### src/rtl/muldiv_unit_pkg.sv
// muldiv_unit_pkg
//   Shared definitions for the RV32M multiply/divide unit:
//   - funct3 operation encodings
//   - FSM state encoding
//   - per-class decode masks (bit N set = funct3 value N belongs to the class),
//     shared by the datapath decoder and any hazard logic that needs them
//   - in_class(): mask lookup helper
package muldiv_unit_pkg;

    localparam logic [2:0] OP_MUL    = 3'b000;
    localparam logic [2:0] OP_MULH   = 3'b001;
    localparam logic [2:0] OP_MULHSU = 3'b010;
    localparam logic [2:0] OP_MULHU  = 3'b011;
    localparam logic [2:0] OP_DIV    = 3'b100;
    localparam logic [2:0] OP_DIVU   = 3'b101;
    localparam logic [2:0] OP_REM    = 3'b110;
    localparam logic [2:0] OP_REMU   = 3'b111;

    typedef enum logic [1:0] {
        IDLE = 2'd0,
        CALC = 2'd1,
        FIX  = 2'd2,
        DONE = 2'd3
    } state_t;

    // High-half multiplies: MULH, MULHSU, MULHU
    localparam logic [7:0] MASK_MULH_CLASS = 8'b0000_1110;
    // Everything that runs through the divider: DIV, DIVU, REM, REMU
    localparam logic [7:0] MASK_DIV_CLASS  = 8'b1111_0000;
    // Remainder results: REM, REMU
    localparam logic [7:0] MASK_REM_CLASS  = 8'b1100_0000;
    // Signed divide/remainder: DIV, REM
    localparam logic [7:0] MASK_SDIV_CLASS = 8'b0101_0000;
    // Operand a treated as signed: MULH, MULHSU, DIV, REM
    localparam logic [7:0] MASK_A_SIGNED   = 8'b0101_0110;
    // Operand b treated as signed: MULH, DIV, REM
    localparam logic [7:0] MASK_B_SIGNED   = 8'b0101_0010;

    function automatic logic in_class(input logic [2:0] op, input logic [7:0] mask);
        return mask[op];
    endfunction

endpackage

### src/rtl/muldiv_unit.sv
// muldiv_unit
//   Iterative RV32M multiply/divide unit. Radix-2 shift-add multiplier and
//   restoring divider working on operand magnitudes, followed by a sign-fix
//   cycle. Divide-by-zero and signed overflow complete on a one-cycle fast path.
//
// Ports
//   clk, reset        clock, synchronous active-high reset
//   flush             abort any operation in flight (next state IDLE)
//   in_valid/in_ready request handshake; in_ready high only in IDLE
//   op, a, b, tag_in  funct3, operands rs1/rs2, opaque tag captured on accept
//   out_valid/out_ready result handshake; result/tag_out held while stalled
//   result, tag_out   operation result and its tag
//   zero              result == 0
module muldiv_unit
    import muldiv_unit_pkg::*;
#(
    parameter int WIDTH = 32,
    parameter int TAG_W = 5
) (
    input  logic             clk,
    input  logic             reset,
    input  logic             flush,
    input  logic             in_valid,
    output logic             in_ready,
    input  logic [2:0]       op,
    input  logic [WIDTH-1:0] a,
    input  logic [WIDTH-1:0] b,
    input  logic [TAG_W-1:0] tag_in,
    output logic             out_valid,
    input  logic             out_ready,
    output logic [WIDTH-1:0] result,
    output logic [TAG_W-1:0] tag_out,
    output logic             zero
);

    localparam int CNT_W = $clog2(WIDTH + 1);
    localparam logic [CNT_W-1:0] LAST_ITER = CNT_W'(WIDTH - 1);
    localparam logic [WIDTH-1:0] MOST_NEG  = {1'b1, {(WIDTH-1){1'b0}}};

    state_t           state;
    logic [2:0]       op_q;
    logic             neg_res;      // product / quotient must be negated
    logic             neg_rem;      // remainder must be negated (sign of a)
    logic [WIDTH-1:0] hi;           // product high half / partial remainder
    logic [WIDTH-1:0] lo;           // multiplier bits / dividend -> quotient
    logic [WIDTH-1:0] mcand;        // multiplicand or divisor magnitude
    logic [CNT_W-1:0] cnt;

    // Two's-complement conditional negate; with n = sign it is also abs().
    function automatic logic [2*WIDTH-1:0] cond_neg(input logic [2*WIDTH-1:0] v,
                                                    input logic n);
        return n ? (~v + (2*WIDTH)'(1)) : v;
    endfunction

    logic               a_neg, b_neg;
    logic [2*WIDTH-1:0] a_ext, b_ext;
    logic [WIDTH-1:0]   a_mag, b_mag;
    logic               div_zero, div_ovf, fast_hit;
    logic [WIDTH-1:0]   fast_res;
    logic               div_mode;
    logic [WIDTH:0]     add_a, add_b, add_sum;
    logic [2*WIDTH-1:0] prod_fix, quo_ext, rem_ext;
    logic [WIDTH-1:0]   fix_res;
    logic               unused_bits;

    always_comb begin
        // Request decode: operand signs and magnitudes
        a_neg = in_class(op, MASK_A_SIGNED) & a[WIDTH-1];
        b_neg = in_class(op, MASK_B_SIGNED) & b[WIDTH-1];
        a_ext = cond_neg({{WIDTH{1'b0}}, a}, a_neg);
        b_ext = cond_neg({{WIDTH{1'b0}}, b}, b_neg);
        a_mag = a_ext[WIDTH-1:0];
        b_mag = b_ext[WIDTH-1:0];

        div_zero = in_class(op, MASK_DIV_CLASS) && (b == '0);
        div_ovf  = in_class(op, MASK_SDIV_CLASS) && (a == MOST_NEG) && (b == '1);
        fast_hit = div_zero | div_ovf;
        if (div_zero)
            fast_res = in_class(op, MASK_REM_CLASS) ? a : '1;
        else
            fast_res = in_class(op, MASK_REM_CLASS) ? '0 : a;

        // Shared WIDTH+1-bit adder: add multiplicand, or trial-subtract divisor
        // from the partial remainder shifted left by one dividend bit.
        div_mode = in_class(op_q, MASK_DIV_CLASS);
        add_a    = div_mode ? {hi, lo[WIDTH-1]} : {1'b0, hi};
        add_b    = {1'b0, mcand};
        add_sum  = div_mode ? (add_a - add_b) : (add_a + add_b);

        // Sign fix and result select
        prod_fix = cond_neg({hi, lo}, neg_res);
        quo_ext  = cond_neg({{WIDTH{1'b0}}, lo}, neg_res);
        rem_ext  = cond_neg({{WIDTH{1'b0}}, hi}, neg_rem);
        if (div_mode)
            fix_res = in_class(op_q, MASK_REM_CLASS) ? rem_ext[WIDTH-1:0]
                                                     : quo_ext[WIDTH-1:0];
        else if (in_class(op_q, MASK_MULH_CLASS))
            fix_res = prod_fix[2*WIDTH-1:WIDTH];
        else
            fix_res = prod_fix[WIDTH-1:0];

        unused_bits = ^{a_ext[2*WIDTH-1:WIDTH], b_ext[2*WIDTH-1:WIDTH],
                        quo_ext[2*WIDTH-1:WIDTH], rem_ext[2*WIDTH-1:WIDTH]};
    end

    always_ff @(posedge clk) begin
        if (reset) begin
            state   <= IDLE;
            result  <= '0;
            tag_out <= '0;
            cnt     <= '0;
        end else if (flush) begin
            state <= IDLE;
        end else begin
            case (state)
                IDLE: begin
                    if (in_valid) begin
                        op_q    <= op;
                        tag_out <= tag_in;
                        neg_res <= a_neg ^ b_neg;
                        neg_rem <= a_neg;
                        cnt     <= '0;
                        if (fast_hit) begin
                            result <= fast_res;
                            state  <= DONE;
                        end else begin
                            hi    <= '0;
                            state <= CALC;
                            if (in_class(op, MASK_DIV_CLASS)) begin
                                lo    <= a_mag;
                                mcand <= b_mag;
                            end else begin
                                lo    <= b_mag;
                                mcand <= a_mag;
                            end
                        end
                    end
                end
                CALC: begin
                    if (div_mode) begin
                        // Restoring step: keep the difference when it did not borrow
                        if (!add_sum[WIDTH]) begin
                            hi <= add_sum[WIDTH-1:0];
                            lo <= {lo[WIDTH-2:0], 1'b1};
                        end else begin
                            hi <= {hi[WIDTH-2:0], lo[WIDTH-1]};
                            lo <= {lo[WIDTH-2:0], 1'b0};
                        end
                    end else begin
                        // Shift-add step: {carry, hi, lo} >> 1 after optional add
                        if (lo[0]) begin
                            hi <= add_sum[WIDTH:1];
                            lo <= {add_sum[0], lo[WIDTH-1:1]};
                        end else begin
                            hi <= {1'b0, hi[WIDTH-1:1]};
                            lo <= {hi[0], lo[WIDTH-1:1]};
                        end
                    end
                    cnt <= cnt + CNT_W'(1);
                    if (cnt == LAST_ITER)
                        state <= FIX;
                end
                FIX: begin
                    result <= fix_res;
                    state  <= DONE;
                end
                DONE: begin
                    if (out_ready)
                        state <= IDLE;
                end
                default: state <= IDLE;
            endcase
        end
    end

    assign in_ready  = (state == IDLE);
    assign out_valid = (state == DONE);
    assign zero      = (result == '0);

endmodule

### config.mk
export PLATFORM = sky130hd
export DESIGN_NAME = muldiv_unit
export DESIGN_NICKNAME = d
export VERILOG_FILES = /design/src/rtl/muldiv_unit_pkg.sv /design/src/rtl/muldiv_unit.sv
export SDC_FILE = /design/constraint.sdc
export NUM_CORES = 1
export LEC_CHECK = 0
export CAP_MARGIN = 15
export CORE_MARGIN = 5
export CORE_UTILIZATION = 54
export DETAILED_ROUTE_END_ITERATION = 7
export PLACE_DENSITY = 0.75
export SETUP_SLACK_MARGIN = 0.05
export SLEW_MARGIN = 20
export SYNTH_ARGS = -nofsm -noshare
export SYNTH_HDL_FRONTEND = slang
export SYNTH_SLANG_ARGS = --single-unit
### constraint.sdc
create_clock -name clk -period 21.6 [get_ports clk]
set_clock_uncertainty 0.1 [all_clocks]
set_input_delay 3.24 -clock clk [delete_from_list [all_inputs] [get_ports clk]]
set_output_delay 3.24 -clock clk [all_outputs]
set_load 0.005 [all_outputs]
==> qor.yml <==
fp-row-count: 61
worst_pin_slew_ns: 1.11
grt_overflow: 0
cts_setup_buffers: 0
synth_edf_count: 101
status: "finished clean"
grt_pass1_wl_um: 80600
place_congestion: 0.979
yosys.area_share.adder: 0.0491
dr.first_iter.drc_count: 1826
antenna_found_initial: 2
ys_top_cells_by_area: "edfxtp_1, mux2i_1, dfxtp_1"
path_class: "input pin to flop"
cts_buffer_depth: 2
syn_area_sq_um: 15100
drc_errors: 0
synthMuxAreaShare: 0.111
die_h_um: 177
cts_root_buf: "clkbuf_16"
gr-usage-all-layers: 0.331
io_pins: 117
via_count: 15100
synth_top_area_frac: 0.200
clkTransAtPathRegs_ns: 0.07
fin_util: 0.613
whs_ns: 0.387
maxSlewHeadroom: 0.256
slew_viol_final: 0
whs_endpoint: "result[28]"
grt_max_degree: 83
die_x_um: 177
synth_top_family_by_area: "compound AO/OA/AOI/OAI gates"
p_leak_nw: 5.98
setup_viol: 0
ys.flop_type: "edfxtp_1"
reg2reg_to: "hi[29]"
async_flop_share: 0
ir_drop_v: 0.0000378
ant_nets: 0
hold_depth: 2
rsz0062_at_grt: "no"
place_hpwl_um: 39700
ys_seq_area_frac: 0.264
synth_cells: 1863
cts_made_buffers: 17
port-buffer-count: 116
cts-hold-fix-buffers: 0
synth_compound_area_frac: 0.213
synth_xor_area_frac: 0.119
min_period_ns: 7.03
start_kind: "input pin"
dieArea_sq_um: 31500
start_util: 0.547
worstPathArrival_ns: 7.00
clkLatencyLatePin_ns: 0.45
cp_max_fo: 64
htree_levels: 4
fmax_mhz: 142
cts_tree: "done"
final_cell_mix: "a21oi_1, nor2_1, nand2_1"
totalWireLength_um: 53200
areaGrowthSynthToFinish_pct: 12.1
cts_resized: 0
rrSetupSlack_ns: 15.26
drv_cap: 0
r2r-start: "div_mode"
core_sq_um: 27700
syn_avg_cell_area_sq_um: 8.13
yosysTopAreaCell: "edfxtp_1"
powerDensity_nw_per_um2: 55.8
ys_types: 80
synth.ff_latch_count: 149
setup_tns_ns: 0
synth_fp_nets: 1986
final-hold-violation-count: 0
clkSinkCount: 149
drive_gt1_frac: 0.0601
yosys_warnings: 0
vias_per_cell: 6.63
grt_pass1_vias: 13600
fin_nets: 2008
synth-simple-area-share: 0.196
post-route-period-util: 0.326
final_common_cell: "a21oi_1"
wire_per_inst_um: 23.4
required_ns: 21.57
hp-class: "flop to flop"
r2r_cells: 14
hp-start: "result[28]"
cp-end-kind: "flop"
first_pass_iters: 6
cells by family (layout without fill, tap and decap cells):
group           after synthesis  count (layout)
fa+ha+maj                    62              62
simple gates                600             600
flops                       149             149
mux                         163             163
other cells                   0               1
buf+inv                     176             211
compound gates              510             510
xor+xnor                    203             203
worst max-delay path by stage:
stage / startpoint / end / slack (ns) / depth (start not counted)
floorplan: a[0] / hi[0] / 12.02 / 8
global placement: a[9] / hi[10] / 14.39 / 8
detailed placement: a[9] / hi[10] / 14.27 / 8
CTS: a[9] / hi[17] / 14.70 / 8
global route: a[9] / hi[26] / 14.43 / 8
finish: a[9] / hi[22] / 14.57 / 8
flip-flops by register name, summed over array words and instances (netlist names), named ones only:
register  count
hi           32
div_mode      1
state         2
op_q          3
cnt           6
mcand        32
tag_out       5
result       32
neg_rem       1
lo           32
neg_res       1
layout make-up:
class                      instances  area (sq um)
antenna                            1          2.50
clock buffer                      17           425
clock inverter                    15           181
fill                            2455         10700
inverter                          40           150
multi-input combinational       1538         10400
sequential                       149          4000
tap                              378           473
timing repair buffer             139          1330
critical path, stage by stage:
cell	delay, ns
clkdlybuf4s50_1	0.48
or4_1	0.58
or3_1	0.40
nor3_1	0.47
nand3_1	0.31
o41ai_1	0.91
a211oi_4	0.13
buf_4	0.41
where the power goes:
part           switching [mW]  total (mW)  internal, mW  leakage, nW
combinational           0.175       0.291         0.116         4.36
sequential             0.0188       0.338         0.320         1.32
clock                   0.143       0.318         0.175        0.291
metal layers:
metal	wire, um	share of wire	GRT usage	vias to the layer above
li1	-	-	-	6978
met2	23000	0.43	0.480	865
met3	5150	0.097	0.0707	128
met4	2400	0.045	0.144	0
met1	22700	0.43	0.473	7131
met5	0	0	0	-
synth_stat cells (all sizes together) (19+ instances only):
cell type  count
nand2b        19
xnor2        108
inv           38
xor2          95
a211oi        32
nor2         160
a221oi        25
dfxtp         48
nand3         32
o31ai         32
clkbuf       101
edfxtp       101
or3           25
nor3          64
mux2i        129
mux2          34
nand2        158
ha            45
nand4         25
buf           35
or4           21
o21ai        123
nor4          40
a21oi        170
per-stage QoR:
step | cell area [sq um] | power, mW | std cells | setup slack, ns
after floorplan | 15100 | 0.537 | 1863 | 12.02
after global placement | 16400 | 0.622 | 2244 | 14.39
after detailed placement | 16400 | 0.626 | 2244 | 14.27
after CTS | 17000 | 0.942 | 2276 | 14.70
after global routing | 17000 | 0.986 | 2276 | 14.43
final | 17000 | 0.947 | 2277 | 14.57
Power figures use the tool's default switching activity.
==> patch 1, RTL diff (config.mk and constraints unchanged) <==
Change the parameter `TAG_W` from 5 to 4.
--- a/src/rtl/muldiv_unit.sv
+++ b/src/rtl/muldiv_unit.sv
@@ -17,3 +17,3 @@
     parameter int WIDTH = 32,
-    parameter int TAG_W = 5
+    parameter int TAG_W = 4
 ) (
Ports: changed (resized tag_in and tag_out); port bits go from 117 to 115. No check against the original RTL was run, so the function may have changed too.
==> patch 1 against the original RTL <==
The flow now finishes with violations (DRC). Final cell count rose by 0.57%. Power up 0.64%. Sequential cell count down 1. Wire length is 3.2% higher. Synthesized area is 1.1% lower. Clock power up 1%. Design area decreased by 0.70%. Sequential share of layout area is essentially flat. Largest power group unchanged. Worst setup slack better by 360 ps.
==> patch 1: results (changes against the original RTL) <==
Power
  • Int Pwr: 0.6072 mW (-0.56%)
  • Clock-net power: 0.322 mW (+1%)
  • Cell Pwr Density: 56.51 nW/µm² (+1.3%)
  • Peak supply drop: 0.05455 mV (+44%)

Global routing
  • GRT Util Overall: 34.29% (+1.2 points)
  • Vias in the first global route: 14290 (+5.1%)
  • First-pass GRT wire length: 83.70 mm (+3.9%)
  • Met2 Use GR: 50.26% (+2.2 points)
  • Met3 Track Usage GR: 5.803% (-1.3 points)
  • Largest net degree at the start of global routing: 79 (-4.8%)
  • Met1 usage: 49.48% (+2.2 points)
  • Initial antenna violation count: 0 (-2)

Synthesis
  • Synth top area cells: edfxtp_1 (20%), mux2i_1 (6.4%), dfxtp_1 (6.3%)
  • Synth Area in XOR/XNOR: 11.39% (-0.47 points)
  • Post-synthesis sequential area ratio: 26.51% (+0.15 points)
  • Post-synth cell types: 86 (+7.5%)
  • FF+latch count, synth: 148 (-0.67%)
  • Post-synthesis mux area share: 8.965% (-2.1 points)
  • Synth Area in Compound Gates: 22.72% (+1.5 points)
  • Synthesized instance count: 1884 (+1.1%)
  • Most frequent cells after synthesis: nand2_1 (202), nor2_1 (169), a21oi_1 (163)
  • Adder-Cell Fraction of Synth Area: 4.624% (-0.28 points)

Place
  • Post-DP Area: 16250 µm² (-0.79%)
  • GPL Wtd Cong: 1.002 (+2.4%)
  • DP HPWL: 41.15 mm (+3.7%)
  • Input/output buffers: 114 (-1.7%)
  • Placed Cells incl. Taps: 2258 (+0.62%)

Setup path
  • Reg-to-Reg End: hi[1]
  • CP Max Fanout: 33 (-48%)
  • R2R setup slack: 15150 ps (-110 ps)
  • Critical Path Source: a[4]
  • Peak per-stage delay on the critical path: 590 ps (-320 ps)
  • CP endpoint: result[12]
  • R2r worst-path depth: 15 (+1)
  • Worst Path Arrival: 6940 ps (-60 ps)

Finish
  • Non-Filler Instances: 2290 (+0.57%)
  • Fillers: 2506 (+2.1%)
  • Non-clk buf share: 7.597% (-0.24 points)
  • Final net count: 2021 (+0.65%)
  • Design area: 16860 µm² (-0.70%)
  • Clock buf/inv share: 3.643% (+0.070 points)
  • Non-clk invs: 36 (-10%)
  • Signal buffers: 134 (-3.6%)
  • Multi-Input Combinational: 1562 (+1.6%)
  • Sequential share of cell area: 23.58% (+0.047 points)
  • Multi-input logic area: 10380 µm² (-0.37%)
  • Antenna diode count: 0 (-1)

Timing
  • Worst slew margin: 20.07% (-5.6 points)
  • F_max: 149.7 MHz (+5.3%)

Detailed routing
  • DR pass1 iterations: 8 (+2)
  • Vias per cell: 6.747 (+1.7%)
  • DRT iter0 DRCs: 2456 (+35%)
  • Met3 wire length: 5.959 mm (+16%)
  • DRC: 15 (+15)

Outcome
  • Failing checks: DRC
  • Outcome: finished with violations

Die
  • Die Width: 176.6 µm (-0.50%)
[patch 1: changes by cell type after synthesis, sizes merged, moves of 11 or more]
cell and change:
nand2 +44, mux2i -33, a211oi -16, nor3 -16
clkbuf +13, nor4 +12, buf -11
[patch 1: worst max-delay path: cells and delay by family]
| kind | cells | cell delay [ps] |
|---|---|---|
| AO/OA/AOI/OAI | 3 | 1250 |
| buffers and inverters | 1 | 530 |
| AND/OR/NAND/NOR | 6 | 1900 |
[patch 1: worst min-delay path by stage]
stage | start | endpoint | slack, ps | depth (start not counted)
after detailed placement | tag_out[3] | tag_out[3] | 350 | 2
after global placement | tag_out[1] | tag_out[1] | 340 | 2
final | tag_out[3] | tag_out[3] | 360 | 2
after floorplan | tag_out[0] | tag_out[0] | 350 | 2
after CTS | tag_out[3] | tag_out[3] | 360 | 2
after global routing | tag_out[0] | tag_out[0] | 380 | 2
[patch 1: kinds of logic after synthesis]
family,count (synthesis)
buf+inv,174
flops,148
compound gates,530
simple gates,651
xor+xnor,194
fa+ha+maj,57
mux,130
==> patch 2, RTL diff (same flow settings) <==
Without the edit above. Compare `cnt` against `LAST_ITER` with >= in place of ==.
--- a/src/rtl/muldiv_unit.sv
+++ b/src/rtl/muldiv_unit.sv
@@ -159,3 +159,3 @@
                     cnt <= cnt + CNT_W'(1);
-                    if (cnt == LAST_ITER)
+                    if (cnt >= LAST_ITER)
                         state <= FIX;
Check against the original RTL: same outputs for any inputs over 4 cycles, from zero or initial values and one cycle with reset high; that may be too few to reach the edited logic, so the function may still have changed.
==> patch 2 against the original RTL <==
Synthesized area down 2.8%. Global-route usage rose by 0.40 points. Via count fell by 1.1%. Wire length is 1.1% lower. Power shrank 1.8%. Sequential power hardly changed. Hold slack worse by 28 ps. Highest routed layer unchanged. Worst setup slack got worse by 91 ps. Non-clock buffer count decreased by 4. Sequential share of layout area is 0.67 points higher. Design area fell by 2.8%. Sequential cell count is the same.
==> patch 2: results (changes against the original RTL) <==
Outcome
  • Outcome: finished, final reports clean

Clock network
  • Root Driver: clkbuf_16
  • H-tree levels: 4 (unchanged)

Place
  • Input/output buffers: 116 (unchanged)
  • Place WS: 14090 ps (-176.6 ps)
  • Placed Cells incl. Taps: 2186 (-2.6%)
  • DP HPWL: 39.34 mm (-0.87%)
  • Post-DP Area: 15910 µm² (-2.8%)
  • GPL Wtd Cong: 1.001 (+2.2%)

Global routing
  • Initial antenna violation count: 0 (-2)
  • Met3 Track Usage GR: 5.149% (-1.9 points)
  • Vias in the first global route: 13910 (+2.3%)
  • First-pass GRT wire length: 81.22 mm (+0.79%)
  • GRT Util Overall: 33.46% (+0.40 points)
  • Met2 Use GR: 53.32% (+5.3 points)
  • Met1 usage: 44.94% (-2.3 points)

Finish
  • Fillers: 2431 (-0.98%)
  • Fraction of layout cells with a size suffix above 1: 6.340% (+0.33 points)
  • Antenna diode count: 0 (-1)
  • Final net count: 1987 (-1.0%)

Detailed routing
  • DR pass1 iterations: 6 (unchanged)
  • DRT iter0 DRCs: 2050 (+12%)
  • WL final: 52.63 mm (-1.1%)
  • Met3 wire length: 5.175 mm (+0.49%)
  • Routed vias: 14930 (-1.1%)
  • Routed length per instance: 23.73 µm (+1.5%)
  • WL met1: 21.16 mm (-6.9%)
  • Met2 wirelength from detailed routing: 23.85 mm (+3.9%)

Setup path
  • Worst path slowest cell: a21o_1
  • Peak per-stage delay on the critical path: 770 ps (-140 ps)
  • R2r worst-path depth: 19 (+5)
  • CP Max Fanout: 29 (-55%)
  • Worst Path Arrival: 7330 ps (+330 ps)

Synthesis
  • Synth top area cells: edfxtp_1 (21%), mux2i_1 (7.4%), a21oi_1 (6.6%)
  • Post-synthesis sequential area ratio: 27.12% (+0.76 points)
  • Syn_area_per_cell: 7.938 µm² (-2.4%)
  • Net count after synthesis: 1978 (-0.40%)
  • Post-synth cell types: 79 (-1.3%)
  • Most frequent cells after synthesis: a21oi_1 (193), nand2_1 (189), nor2_1 (156)

Power
  • Peak supply drop: 0.04579 mV (+21%)
  • Sw Pwr: 0.3399 mW (+1.0%)
  • Pleak: 5.900 nW (-1.3%)

Timing
  • Worst slew pin tran: 1156 ps (+50.78 ps)

Hold path
  • Hold Path Depth: 2 (unchanged)
[patch 2: cell count changes in the layout (fill, tap and decap cells not counted), moves of 9 or more]
cell / delta
nand2_1: +31
a21oi_1: +22
mux2i_1: -20
nand2b_1: -14
o21ai_0: +13
maj3_1: -11
nand3_1: -11
a211oi_1: -10
o221ai_1: -9
or4_1: +9
[patch 2: worst min-delay path, cell delays in order (launching register included)]
cell	delay, ps
dfxtp_1	320
nand2_1	50
a21oi_1	50
[patch 2: path summary, 6_finish.rpt]
| path | startpoint | to | slack (ps) |
|---|---|---|---|
| min reg2reg | tag_out[3] | tag_out[3] | 360 |
| min | tag_out[3] | tag_out[3] | 360 |
| max | b[0] | result[27] | 14470 |
| max reg2reg | mcand[2] | hi[6] | 15320 |
[patch 2: power by group through the flow]
stage | combinational [mW] | clock (mW) | sequential (mW)
after floorplan | 0.202 | 0 | 0.332
after global routing | 0.307 | 0.327 | 0.339
final | 0.283 | 0.308 | 0.338
after global placement | 0.272 | 0 | 0.343
after CTS | 0.277 | 0.310 | 0.337
after detailed placement | 0.275 | 0 | 0.344
[patch 2: area by class of cell]
cell class	count	area (µm²)	area share (%)
Timing Repair Buffer	135	1299	7.865
Sequential cell	149	3998	24.21
Multi-Input combinational cell	1524	10050	60.85
Clock inverter	15	177.7	1.076
Clock buffer	17	425.4	2.576
Tap cell	341	426.7	2.584
Inverter	37	138.9	0.8410
[patch 2: kinds of logic after synthesis]
logic type / Yosys count / share of synthesized area, %
and+or+nand+nor: 595 / 19.49
AOI/OAI and AO/OA: 539 / 22.67
xor gates and xnor gates: 195 / 11.60
buffers and inverters: 182 / 4.733
DFF: 149 / 27.12
muxes: 144 / 10.09
adders and majority gates: 51 / 4.300
